<file path="config.mk">
export PLATFORM = sky130hd
export DESIGN_NAME = circuit_3_flat
export DESIGN_NICKNAME = d
export VERILOG_FILES = /design/src/rtl/circuit_3_if.sv /design/src/rtl/circuit_3.sv /design/src/flat_wrapper.sv
export SDC_FILE = /design/constraint.sdc
export NUM_CORES = 1
export LEC_CHECK = 0
export BUFFER_PORTS_ARGS = -buffer_cell sky130_fd_sc_hd__buf_2
export CAP_MARGIN = 20
export CORE_AREA = 2 2 39 41
export DETAILED_ROUTE_END_ITERATION = 12
export DIE_AREA = 0 0 41 43
export PLACE_DENSITY_LB_ADDON = 0.12
export REMOVE_ABC_BUFFERS = 1
export SLEW_MARGIN = 0
export SYNTH_ARGS = -nofsm -noshare
export SYNTH_HDL_FRONTEND = slang
export SYNTH_SLANG_ARGS = --single-unit
</file>
<file path="constraint.sdc">
create_clock -name clk -period 1.58 [get_ports clk]
set_input_delay 0.079 -clock clk [delete_from_list [all_inputs] [get_ports clk]]
set_output_delay 0.079 -clock clk [all_outputs]
set_load 0.1 [all_outputs]
</file>
<file path="src/rtl/circuit_3_if.sv">
// circuit_3_if: data, select and enable bundle for the registered 16:1 bit selector (sel_onehot only with CIRCUIT_3_ONEHOT_EN)
interface circuit_3_if #(
    parameter int N_IN  = 16,
    parameter int SEL_W = 4
);
    logic [N_IN-1:0]  in;
    logic [SEL_W-1:0] select;
    logic             en;
    logic             out;
`ifdef CIRCUIT_3_ONEHOT_EN
    logic [N_IN-1:0]  sel_onehot;
    modport master (output in, output select, output en, input out, input sel_onehot);
    modport slave  (input in, input select, input en, output out, output sel_onehot);
`else
    modport master (output in, output select, output en, input out);
    modport slave  (input in, input select, input en, output out);
`endif
endinterface

</file>
<file path="src/rtl/circuit_3.sv">
// circuit_3: registered 16:1 single-bit mux built as a 2:1 tree; optional registered one-hot select decode under CIRCUIT_3_ONEHOT_EN
module circuit_3 #(
    parameter int   N_IN      = 16,
    parameter int   SEL_W     = 4,
    parameter logic RESET_VAL = 1'b0
) (
    input logic        clk,
    input logic        rst,
    circuit_3_if.slave bus
);
    if (N_IN != 2 ** SEL_W) begin : g_bad_size
        $error("circuit_3: N_IN must equal 2**SEL_W");
    end

    // Heap-ordered tree: node p has children 2p+1 (even input side) and 2p+2; leaves hold in[]
    logic [2*N_IN-2:0] tree;
    logic              mux_c;

    assign tree[N_IN-1 +: N_IN] = bus.in;

    for (genvar d = 0; d < SEL_W; d++) begin : g_lvl
        for (genvar j = 0; j < 2 ** d; j++) begin : g_node
            localparam int p = 2 ** d - 1 + j;
            assign tree[p] = bus.select[SEL_W-1-d] ? tree[2*p+2] : tree[2*p+1];
        end
    end

    assign mux_c = tree[0];

    // Output flop: async reset to RESET_VAL, loads the tree result on enabled edges, holds otherwise
    always_ff @(posedge clk or posedge rst) begin
        if (rst) bus.out <= RESET_VAL;
        else if (bus.en) bus.out <= mux_c;
    end

`ifdef CIRCUIT_3_ONEHOT_EN
    // One-hot copy of the select captured under the same enable as out
    always_ff @(posedge clk or posedge rst) begin
        if (rst) bus.sel_onehot <= '0;
        else if (bus.en) bus.sel_onehot <= {{(N_IN-1){1'b0}}, 1'b1} << bus.select;
    end
`endif
endmodule

</file>
<file path="src/flat_wrapper.sv">
// flat-port wrapper written by rule: the top's interface ports become plain ports
module circuit_3_flat 
#(
    parameter int   N_IN      = 16,
    parameter int   SEL_W     = 4,
    parameter logic RESET_VAL = 1'b0
)
  (clk, rst, bus_in, bus_select, bus_en, bus_out);
  circuit_3_if #(.N_IN(N_IN), .SEL_W(SEL_W)) bus_i ();
  input logic clk;
  input logic rst;
  input wire logic [$bits(bus_i.in)-1:0] bus_in;
  input wire logic [$bits(bus_i.select)-1:0] bus_select;
  input wire logic [$bits(bus_i.en)-1:0] bus_en;
  output wire logic [$bits(bus_i.out)-1:0] bus_out;
  assign bus_i.in = bus_in;
  assign bus_i.select = bus_select;
  assign bus_i.en = bus_en;
  assign bus_out = bus_i.out;
  circuit_3 #(.N_IN(N_IN), .SEL_W(SEL_W), .RESET_VAL(RESET_VAL)) u_core (.clk(clk), .rst(rst), .bus(bus_i));
endmodule
</file>
==> metrics.txt <==
status=finished, final reports clean; final hold vios=0; CP max stage delay=550 ps; Remaining Overflow, GRT=0; async set-reset flop share out of synthesis=100%; Final nets=59; most used cell, CP=mux2i_1; crit-path cells=buf_2 > mux4_1 > mux2i_1 > mux2i_1 > mux2_4; Synth top area share=58.7%; buffers added on ports=23; Yosys warnings=0; largest cells by area after synthesis=mux4_1 (59%), mux2i_1 (17%), dfrtp_1 (14%); hold_buf cts=1; placed inst area=314 um^2; post-synthesis compound-gate area fraction=0%; post-synthesis cell area=179 um^2; Post-synth top cells=mux4_1 (4), mux2i_1 (3), dfrtp_1 (1), inv_1 (1), mux2_4 (1); Critical Path AT=1280 ps; clk slew on worst S/H paths=0 ps; DRC violations left=0; IO Pins=24; Die W=41 um; postcts setup bufs=0; max reg flops=1; syn avg cell area=17.9 um^2; minimum clock period=1400 ps; core area=1380 um^2; post-synth top area cell=mux4_1; antenna cells=0; initial antenna violation count=0; largest family of logic cells by synthesized area=multiplexers; cell with the most instances after synthesis=mux4_1; Peak VDD IR=111 uV; Slowest-stage cell, CP=mux4_1; GP Congestion=0.603; largest net degree at the start of global routing=5; Yosys reg bits=1; average vias per placed instance=4.08; Synth Flop Type=dfrtp_1; GRT Util Overall=4.92%; number of global-route vias before repair=191; first-pass GRT wire length=627 um; actual slew at the worst max-slew pin=483 ps; post-synthesis sequential area ratio=14.0%; Post-Route WL=428 um; final instance count without filler cells=50; final-report max-slew violation count=0; Post-synth EDFFs=0; total negative slack=0 ps; drt initial violations=0; Post-Syn Instances=10; crit-path max FO=4; setup repair after global routing missed its margin=false; post-CTS sizing=0; relative slew slack=68.0%; First-pass DRT Iterations=1; Die Y=43 um; clock latency at the later pin of the worst-skew pair=0 ps; Synth cell types=5; post-layout util=23.4%; layout cells sized above 1=70.6%; fin area=324 um^2; WS Path Type=in2reg; post-placement cell count=49; Worst Path Required=1450 ps; Leak Pwr=0.180 nW; Synth Area in Adders=0%; Post-DRT Antenna Nets=0; period utilization=88.8%; startpoint types=input pin; effective utilization at floorplan=12.9%; multiplexer share of the synthesized area=83.9%; Reg with most FFs=u_core.bus.out; Avg WL per Cell=8.56 um; floorplan row count=14; Pwr per Cell Area=441 nW/um^2; Max Cap Violations=0; DR vias=204; Post-Synth Simple-Gate Area=0%; Final setup viols=0; Setup Skew=0 ps; Synth Area in XOR/XNOR=0%; largest registers=u_core.bus.out: 1 flops; fmax=713 MHz; P&R area growth vs syn=81.1%; Tightest Hold Check Type=in2reg; die area=1760 um^2; CP Capture Type=flop
## metal layers
metal | wire length [um] | part of all wire, % | global-route usage [%] | vias up
li1 | - | - | - | 97
met1 | 149 | 35 | 4.82 | 93
met2 | 228 | 53 | 10.6 | 14
met3 | 50 | 12 | 0 | 0
met4 | 0 | 0 | 0 | 0
met5 | 0 | 0 | 0 | -
## report_power, final
group	switching [mW]	leakage, nW	total [mW]	internal (mW)
sequential	0.00238	0.0117	0.0336	0.0312
clock	0	0	0	0
combinational	0.0587	0.168	0.109	0.0507
## layout by cell type, fill, tap and decap left out
cell,Yosys,final
dfrtp_1,1,1
mux2_4,1,1
dlygate4sd3_1,0,1
mux2i_1,3,3
mux4_1,4,4
buf_2,0,23
inv_1,1,1
## cells by family (layout without fill, tap and decap cells)
family | Yosys count | count (layout)
buf+inv | 1 | 25
flops | 1 | 1
mux | 8 | 8
## metrics by stage
step | worst slack [ps] | hold slack, ps | power (mW)
after floorplan | 322 | -192 | 0.104
after global placement | 178 | -89.1 | 0.142
after detailed placement | 150 | -84.4 | 0.143
after CTS | 149 | 349 | 0.145
after global routing | 107 | 355 | 0.151
final | 177 | 345 | 0.143
## path summary, 6_finish.rpt
check,start,end,slack (ps),depth (start not counted)
min in group asynchronous,rst,u_core.bus.out,460,3
setup / recovery,bus_select[0],u_core.bus.out,180,5
setup reg to reg,u_core.bus.out,u_core.bus.out,830,1
hold / removal,bus_en,u_core.bus.out,350,2
max in group asynchronous,rst,u_core.bus.out,1030,3
hold reg to reg,u_core.bus.out,u_core.bus.out,500,1
## cell type report
class	count	area (um^2)
tap	16	20.0
timing repair buffer	24	125
fill	162	1060
sequential	1	25.0
multi-input combinational	8	150
inverter	1	3.75
## critical path, delay by kind of cell
| kind | cells | cell delay [ps] |
|---|---|---|
| buffers and inverters | 1 | 130 |
| multiplexers | 4 | 1060 |
No activity file was read; power rests on OpenSTA's default activity.
